--- src/rtl/imem_loader_pkg.sv ---
// imem_loader_pkg: shared state encoding and stream constants for the instruction-memory loader.
package imem_loader_pkg;
   typedef enum logic [2:0] {IDLE, LOAD, CHECK, DONE, ERR} state_t;
   localparam int BYTES_PER_WORD = 4;
endpackage

--- src/rtl/imem_word_assembler.sv ---
// imem_word_assembler: packs MSB-first bytes into 32-bit words, pulsing word_valid on the completing byte.
module imem_word_assembler
   import imem_loader_pkg::*;
(
   input  logic        clk,
   input  logic        reset,
   input  logic        clear,
   input  logic        byte_en,
   input  logic [7:0]  byte_in,
   output logic [31:0] word,
   output logic        word_valid
);
   logic [23:0] r_sh;
   logic [1:0]  r_idx;
   always_ff @(posedge clk) begin
      if (reset || clear) begin
         r_sh  <= '0;
         r_idx <= '0;
      end else if (byte_en) begin
         r_sh  <= {r_sh[15:0], byte_in};
         r_idx <= r_idx + 2'd1;
      end
   end
   // the completing byte is forwarded directly so the word is ready on its own handshake
   assign word       = {r_sh, byte_in};
   assign word_valid = byte_en && (r_idx == 2'(BYTES_PER_WORD - 1));
endmodule

--- src/rtl/imem_loader.sv ---
// imem_loader: byte-stream program loader driving the instruction RAM write port and holding the core in reset.
// Optional trailing XOR checksum with CHECK/ERR states is enabled by defining IMEM_LOADER_CHECKSUM_EN.
module imem_loader
   import imem_loader_pkg::*;
#(
   parameter int ADDR_W = 6
) (
   input  logic              clk,
   input  logic              reset,
   input  logic              in_valid,
   input  logic [7:0]        in_data,
   output logic              in_ready,
   input  logic              start,
   output logic              mem_we,
   output logic [ADDR_W-1:0] mem_waddr,
   output logic [31:0]       mem_wdata,
   output logic              cpu_hold,
   output logic              load_done,
   output logic              load_err
);
   state_t              r_state, w_next;
   logic                w_hs, w_wv, w_last;
   logic [31:0]         w_word;
   logic [ADDR_W-1:0]   r_cnt, r_last, r_waddr;
   logic                r_we;
   logic [31:0]         r_wdata;

   assign in_ready = (r_state == IDLE) || (r_state == LOAD) || (r_state == CHECK);
   assign w_hs     = in_valid && in_ready;
   assign w_last   = w_wv && (r_cnt == r_last);

   imem_word_assembler u_asm (
      .clk        (clk),
      .reset      (reset),
      .clear      (r_state != LOAD),
      .byte_en    (w_hs && (r_state == LOAD)),
      .byte_in    (in_data),
      .word       (w_word),
      .word_valid (w_wv)
   );

`ifdef IMEM_LOADER_CHECKSUM_EN
   logic [7:0] r_xor;
   always_ff @(posedge clk) begin
      if (reset)
         r_xor <= '0;
      else if (w_hs && r_state == IDLE)
         r_xor <= in_data;
      else if (w_hs && r_state == LOAD)
         r_xor <= r_xor ^ in_data;
   end
   assign load_err = (r_state == ERR);
`else
   assign load_err = 1'b0;
`endif

   always_ff @(posedge clk) begin
      if (reset)
         r_state <= IDLE;
      else
         r_state <= w_next;
   end

   always_comb begin
      w_next = r_state;
      case (r_state)
         IDLE:  w_next = w_hs ? LOAD : IDLE;
`ifdef IMEM_LOADER_CHECKSUM_EN
         LOAD:  w_next = w_last ? CHECK : LOAD;
         CHECK: w_next = w_hs ? ((in_data == r_xor) ? DONE : ERR) : CHECK;
         ERR:   w_next = start ? IDLE : ERR;
`else
         LOAD:  w_next = w_last ? DONE : LOAD;
`endif
         DONE:  w_next = start ? IDLE : DONE;
         default: w_next = IDLE;
      endcase
   end

   // N-1 in ADDR_W bits: a count that is 0 mod DEPTH wraps naturally to DEPTH-1
   always_ff @(posedge clk) begin
      if (reset) begin
         r_cnt   <= '0;
         r_last  <= '0;
         r_we    <= 1'b0;
         r_waddr <= '0;
         r_wdata <= '0;
      end else begin
         r_we <= w_wv;
         if (w_hs && r_state == IDLE) begin
            r_cnt  <= '0;
            r_last <= in_data[ADDR_W-1:0] - ADDR_W'(1);
         end else if (w_wv) begin
            r_cnt   <= r_cnt + ADDR_W'(1);
            r_waddr <= r_cnt;
            r_wdata <= w_word;
         end
      end
   end

   assign mem_we    = r_we;
   assign mem_waddr = r_waddr;
   assign mem_wdata = r_wdata;
   // done is withheld during the final write pulse so the core is released only after it lands
   assign load_done = (r_state == DONE) && !r_we;
   assign cpu_hold  = !load_done;
endmodule

--- config.mk ---
export PLATFORM = sky130hd
export DESIGN_NAME = imem_loader
export DESIGN_NICKNAME = d
export VERILOG_FILES = /design/src/rtl/imem_loader_pkg.sv /design/src/rtl/imem_word_assembler.sv /design/src/rtl/imem_loader.sv
export SDC_FILE = /design/constraint.sdc
export NUM_CORES = 1
export LEC_CHECK = 0
export ABC_AREA = 1
export CORE_MARGIN = 4
export CORE_UTILIZATION = 40
export DETAILED_ROUTE_END_ITERATION = 8
export SLEW_MARGIN = 30
export SYNTH_ARGS = -nofsm -noshare
export SYNTH_HDL_FRONTEND = slang
export SYNTH_SLANG_ARGS = --single-unit
--- constraint.sdc ---
create_clock -name clk -period 1.3 [get_ports clk]
set_input_delay 0.13 -clock clk [delete_from_list [all_inputs] [get_ports clk]]
set_output_delay 0.13 -clock clk [all_outputs]
set_load 0.01 [all_outputs]
# After elaboration in Yosys (flattened, before gate mapping)
# Cells that the tools add are included.
# word_totals
input_bits	12
memories	0
mem_bits_rw	0
regBits	80
wordCells	36
out_inout_bits	43
latch_bits	0
romBits	0
# op_classes
n_eq_ne	6
n_mux	4
mul	0
shifts	0
n_addsub	3
n_reduce_logical	14
n_bitwise	1
div_mod_pow	0
magnitude_cmp	0
# op_table
cell	count
adder 6 x 1 -> 6 bit (second input constant)	1
equality test 3 x 2 -> 1 bit (second input constant)	2
equality test 6 bit	1
logical AND 1 bit	6
case mux 2 bit (3 select lines)	1
subtractor 6 x 1 -> 6 bit (second input constant)	1
2-to-1 mux 2 bit	2
equality test 3 x 1 -> 1 bit (second input constant)	1
logical NOT 3 bit	1
logical OR 1 bit	3
inequality test 3 x 1 -> 1 bit (second input constant)	1
adder 2 x 1 -> 2 bit (second input constant)	1
equality test 2 bit (second input constant)	1
logical NOT 1 bit	2
AND reduction 2 bit	1
OR reduction 2 bit	1
2-to-1 mux 1 bit	1
inverter 1 bit	1

# Longest topological paths before layout
# logic_depth
word_depth	9
depth_mapped	7
mapped_depth_nobuf	7

# Cells and area by module
# Synthesis repeated with hierarchy kept, for this count alone.
# unflattened
hier_cells	460
area_unflattened_um2	3311.9
# by_module_without_submodules
module	instances	cells_per_inst	area_per_inst_um2
imem_loader	1	285	2149.6
imem_word_assembler	1	175	1162.4

# Worst setup path after synthesis
# Ideal clock, no wire load.
# synth_path
kind	reg2reg
start	register u_asm.r_idx[0]
end	register r_wdata[19] (netlist: mem_wdata[19])
stages_incl_launch_ff	6
period_less_slack_ps	1155
arrival_time_ps	1088
setup_slack_ps	145
t_required_ps	1233
cell_sequence	dfxtp_1 -> ha_1 -> nand3_4 -> clkbuf_1 -> nand3_1 -> o21ai_2
# synth_via
elab_chain_cells	3
# synth_lines
element	line_no	text
start: declaration	imem_word_assembler.sv:14	logic [1:0] r_idx;
start signal: assignment	imem_word_assembler.sv:21	r_idx <= r_idx + 2'd1;
equality test 2 bit	imem_word_assembler.sv:26	assign word_valid = byte_en && (r_idx == 2'(BYTES_PER_WORD - 1));
logical AND 1 bit	imem_word_assembler.sv:26	
AND reduction 2 bit (no line)	--	
end signal: assignment	imem_loader.sv:96	r_wdata <= w_word;
end: declaration	imem_loader.sv:26	logic [31:0] r_wdata;
# No other way between the ends.
# A chain may end at the register's enable or synchronous reset.

# Worst setup path in the final report
# layout_path
start	register r_state[1]
end	register r_wdata[16] (netlist: mem_wdata[16])
# layout_via
elab_chain_cells	7
elab_cells_between_ends	11
classes_between	eq/ne: 2; bitwise: 1; reduce/logical: 8
# layout_lines
element	line_no	text
start: declaration	imem_loader.sv:21	state_t r_state, w_next;
start signal: assignment	imem_loader.sv:61	r_state <= w_next;
equality test 3 x 1 -> 1 bit or logical NOT 3 bit (tied branches)	imem_loader.sv:28, imem_loader.sv:36, imem_loader.sv:90	
logical OR 1 bit (2 in series)	imem_loader.sv:28	assign in_ready = (r_state == IDLE) || (r_state == LOAD) || (r_state == CHECK);
logical AND 1 bit	imem_loader.sv:29	assign w_hs = in_valid && in_ready;
logical AND 1 bit (on tied branches)	imem_loader.sv:36, imem_loader.sv:90	
logical AND 1 bit or inverter 1 bit (tied branches)	--	
AND reduction 2 bit (no line) (*)	--	
# Mark *: on every way between the ends. The rest lies on a longest branch, timed or not.

==> flow_summary_export.csv <==
group,metric,value,unit
drt,final_antenna_net_count,0,
synth,synth_cells,375,
timing,fmax,0.748,GHz
grt,first_pass_grt_wire_length,12200,um
floorplan,vertical_die_dimension,96.0,um
timing,slack_of_the_critical_path,-0.0378,ns
setup_path,critPathLaunchType,"register",
synth,synth_fp_nets,390,
grt,initial_antenna_violation_count,0,
grt,largest_net_degree_at_the_start_of_global_routing,34,
synth,synthDistinctLibCells,24,
place,dp_hpwl,5240,um
setup_path,required,1.53,ns
grt,grt_overflow,0,
floorplan,start_util,41.9,%
drt,drt_pass1_iterations,4,
drt,vias,2713,
drt,routed_via_density,4.85,
timing,rsz0062_at_grt,"yes",
timing,layout_min_cycle_time,1.34,ns
power_and_ir_drop,power.ir.vdd_worst,0.532,mV
setup_path,rrSetupSlack,-0.04,ns
power_and_ir_drop,total_power,4880,uW
final_layout,final_layout_size_suffix_gt1_share,24.8,%
final_layout,area.growth.synth_to_final,38.4,%
power_and_ir_drop,power_per_cell_area,1140,nW/um2
cts,cts_tree,"yes",
synth,synth.yosys.warnings,0,
setup_path,critPathArrivalTime,1.57,ns
cts,clk_path_buf_depth,2,
cts,cts.sinks,79,
timing,slew_limit_fails,0,
synth,synth.cell_area,3100,um2
timing,total_of_endpoints_with_negative_setup_slack_in_the_final_report,21,
cts,root_buf_cell,"clkbuf_8",
final_layout,n_antenna_cell,0,
floorplan,placement_rows,31,
place,dp_slack,-0.220,ns
final_layout,fin_util,57.9,%
cts,clk_transition_reported_paths,0.08,ns
timing,timing.final.hold_violations,0,
grt,globalRouteTotalUtil,16.9,%
floorplan,die_width,96.0,um
drt,totalWireLength,7380,um
drt,wl_per_cell,13.2,um
job,cap_viol_max_count,0,
synth,synth_top_area_cell,"dfxtp_1",
place,io_buffers,53,
cts,number_of_buffers_added_by_the_clock_tree_synthesis_step,9,
synth,synth_area_per_cell,8.27,um2
synth,post-synth-top-count-cell,"dfxtp_1",
synth,postSynth.asyncResetShare,0,%
grt,number_of_global_route_vias_before_repair,2578,
outcome,outcome,"finished, violations left",
synth,synth-seq-area-share,51.0,%
setup_path,timing.critical_path.to_type,"register",
synth,synth-seq-cells,79,
power_and_ir_drop,total_leakage_power,0.00180,uW
floorplan,dieArea,9220,um2
cts,h_tree_levels,3,
floorplan,fp.coreArea,7410,um2
timing,final_min_period_over_clock_period,103,%
synth,yosys_most_used_dff,"dfxtp_1",
place,globalplace.congestion,0.803,
outcome,violated_checks,"setup timing",
min_path,min_path_type,"input port to register",
final_layout,nets,470,
floorplan,num_io_pins,55,
drt,drc_errors,0,
synth,synth_largest_type_area_fraction,51.0,%
setup_path,path_class,"register to register",
cts,hold_buffers,0,
timing,clock_skew,0.00789,ns
synth,ys_top_cells_by_area,"dfxtp_1 51%, nand2_1 8.1%, nand3_1 6.8%",
synth,synth.cells.most_frequent,"79 x dfxtp_1, 67 x nand2_1, 42 x nand3_1",
cts,clk_latency,0.34,ns
setup_path,critical_path.max_fanout,21,
synth,synth-edff-count,0,
drt,drt_iter0_drc,99,
## layer usage
layer  share of wire (%)  up-vias  track usage (%)
li1                    -     1388                -
met4                0.95        0             6.28
met1                  46     1269             21.8
met5                   0        -                0
met3                 4.1        9             3.52
met2                  49       47             27.6
## kinds of logic after synthesis
logic type,after synthesis,synth area share (%)
and+or+nand+nor,142,20.0
AOI/OAI and AO/OA,84,17.4
adders and majority gates,3,1.21
other,1,0.121
xor gates and xnor gates,7,1.98
DFF,79,51.0
buffers and inverters,59,8.31
## path summary, 6_finish.rpt
check                              startpoint       endpoint  cells after the start
worst min register to register  mem_wdata[31]  mem_wdata[31]                      2
worst max-delay path               r_state[1]  mem_wdata[16]                      7
worst max register to register     r_state[1]  mem_wdata[16]                      7
worst min-delay path               in_data[6]   mem_wdata[6]                      3
## critical path, stage by stage, from the launching register on
cell and delay, ns:
dfxtp_2 0.34, buf_6 0.12, nor2_4 0.17, nand3_4 0.13
buf_4 0.17, buf_12 0.15, nand3_1 0.09, o21ai_2 0.06
## cells in the final DEF (no fill, tap or decap), types with 6 or more instances in the layout
cell             instances
dfxtp_1                 77
clkdlybuf4s50_1         11
nor2_1                  23
buf_6                    6
o21ai_2                 21
clkbuf_8                11
dlygate4sd2_1           39
nand2_1                 60
nand2_2                  7
nand3_1                 38
buf_4                   28
o21ai_0                 11
a211oi_2                13
inv_1                   34
a21oi_1                 34
## metrics by stage
step                setup TNS, ns  hold WS [ns]  std cells  cell area, um2
floorplan                       0         0.233        375            3100
global placement            -7.75         0.452        539            3920
detailed placement          -8.40         0.451        539            3920
CTS                             0         0.355        557            4140
global route                -3.73         0.372        559            4290
finish                     -0.386         0.372        559            4290
## sequential cells by signal, indices dropped and copies added (netlist names)
name,count
r_cnt,6
mem_wdata,32
mem_we,1
u_asm.r_idx,2
mem_waddr,6
r_state,2
u_asm.r_sh,24
r_last,6
## repair_timing
item / in CTS / in global routing
setup endpoints to repair: 77 / 59
pin swaps: 2 / 8
resized for setup: 52 / 40
setup buffers: 2 / 2
## cell type report
type	count	area, um2
Fill cell	720	3120
Sequential cell	79	1580
Inverter	37	141
Clock inverter	4	76.3
Timing Repair Buffer	91	825
Multi-Input combinational cell	237	1390
Clock buffer	12	155
Tap cell	99	124
## report_power, final
group          switching (uW)  leakage, uW  internal [uW]
combinational             195      0.00105            148
sequential               18.4     0.000639           2450
clock                     880     0.000113           1190
total                    1090      0.00180           3790
(Power assumes the default switching activity.)
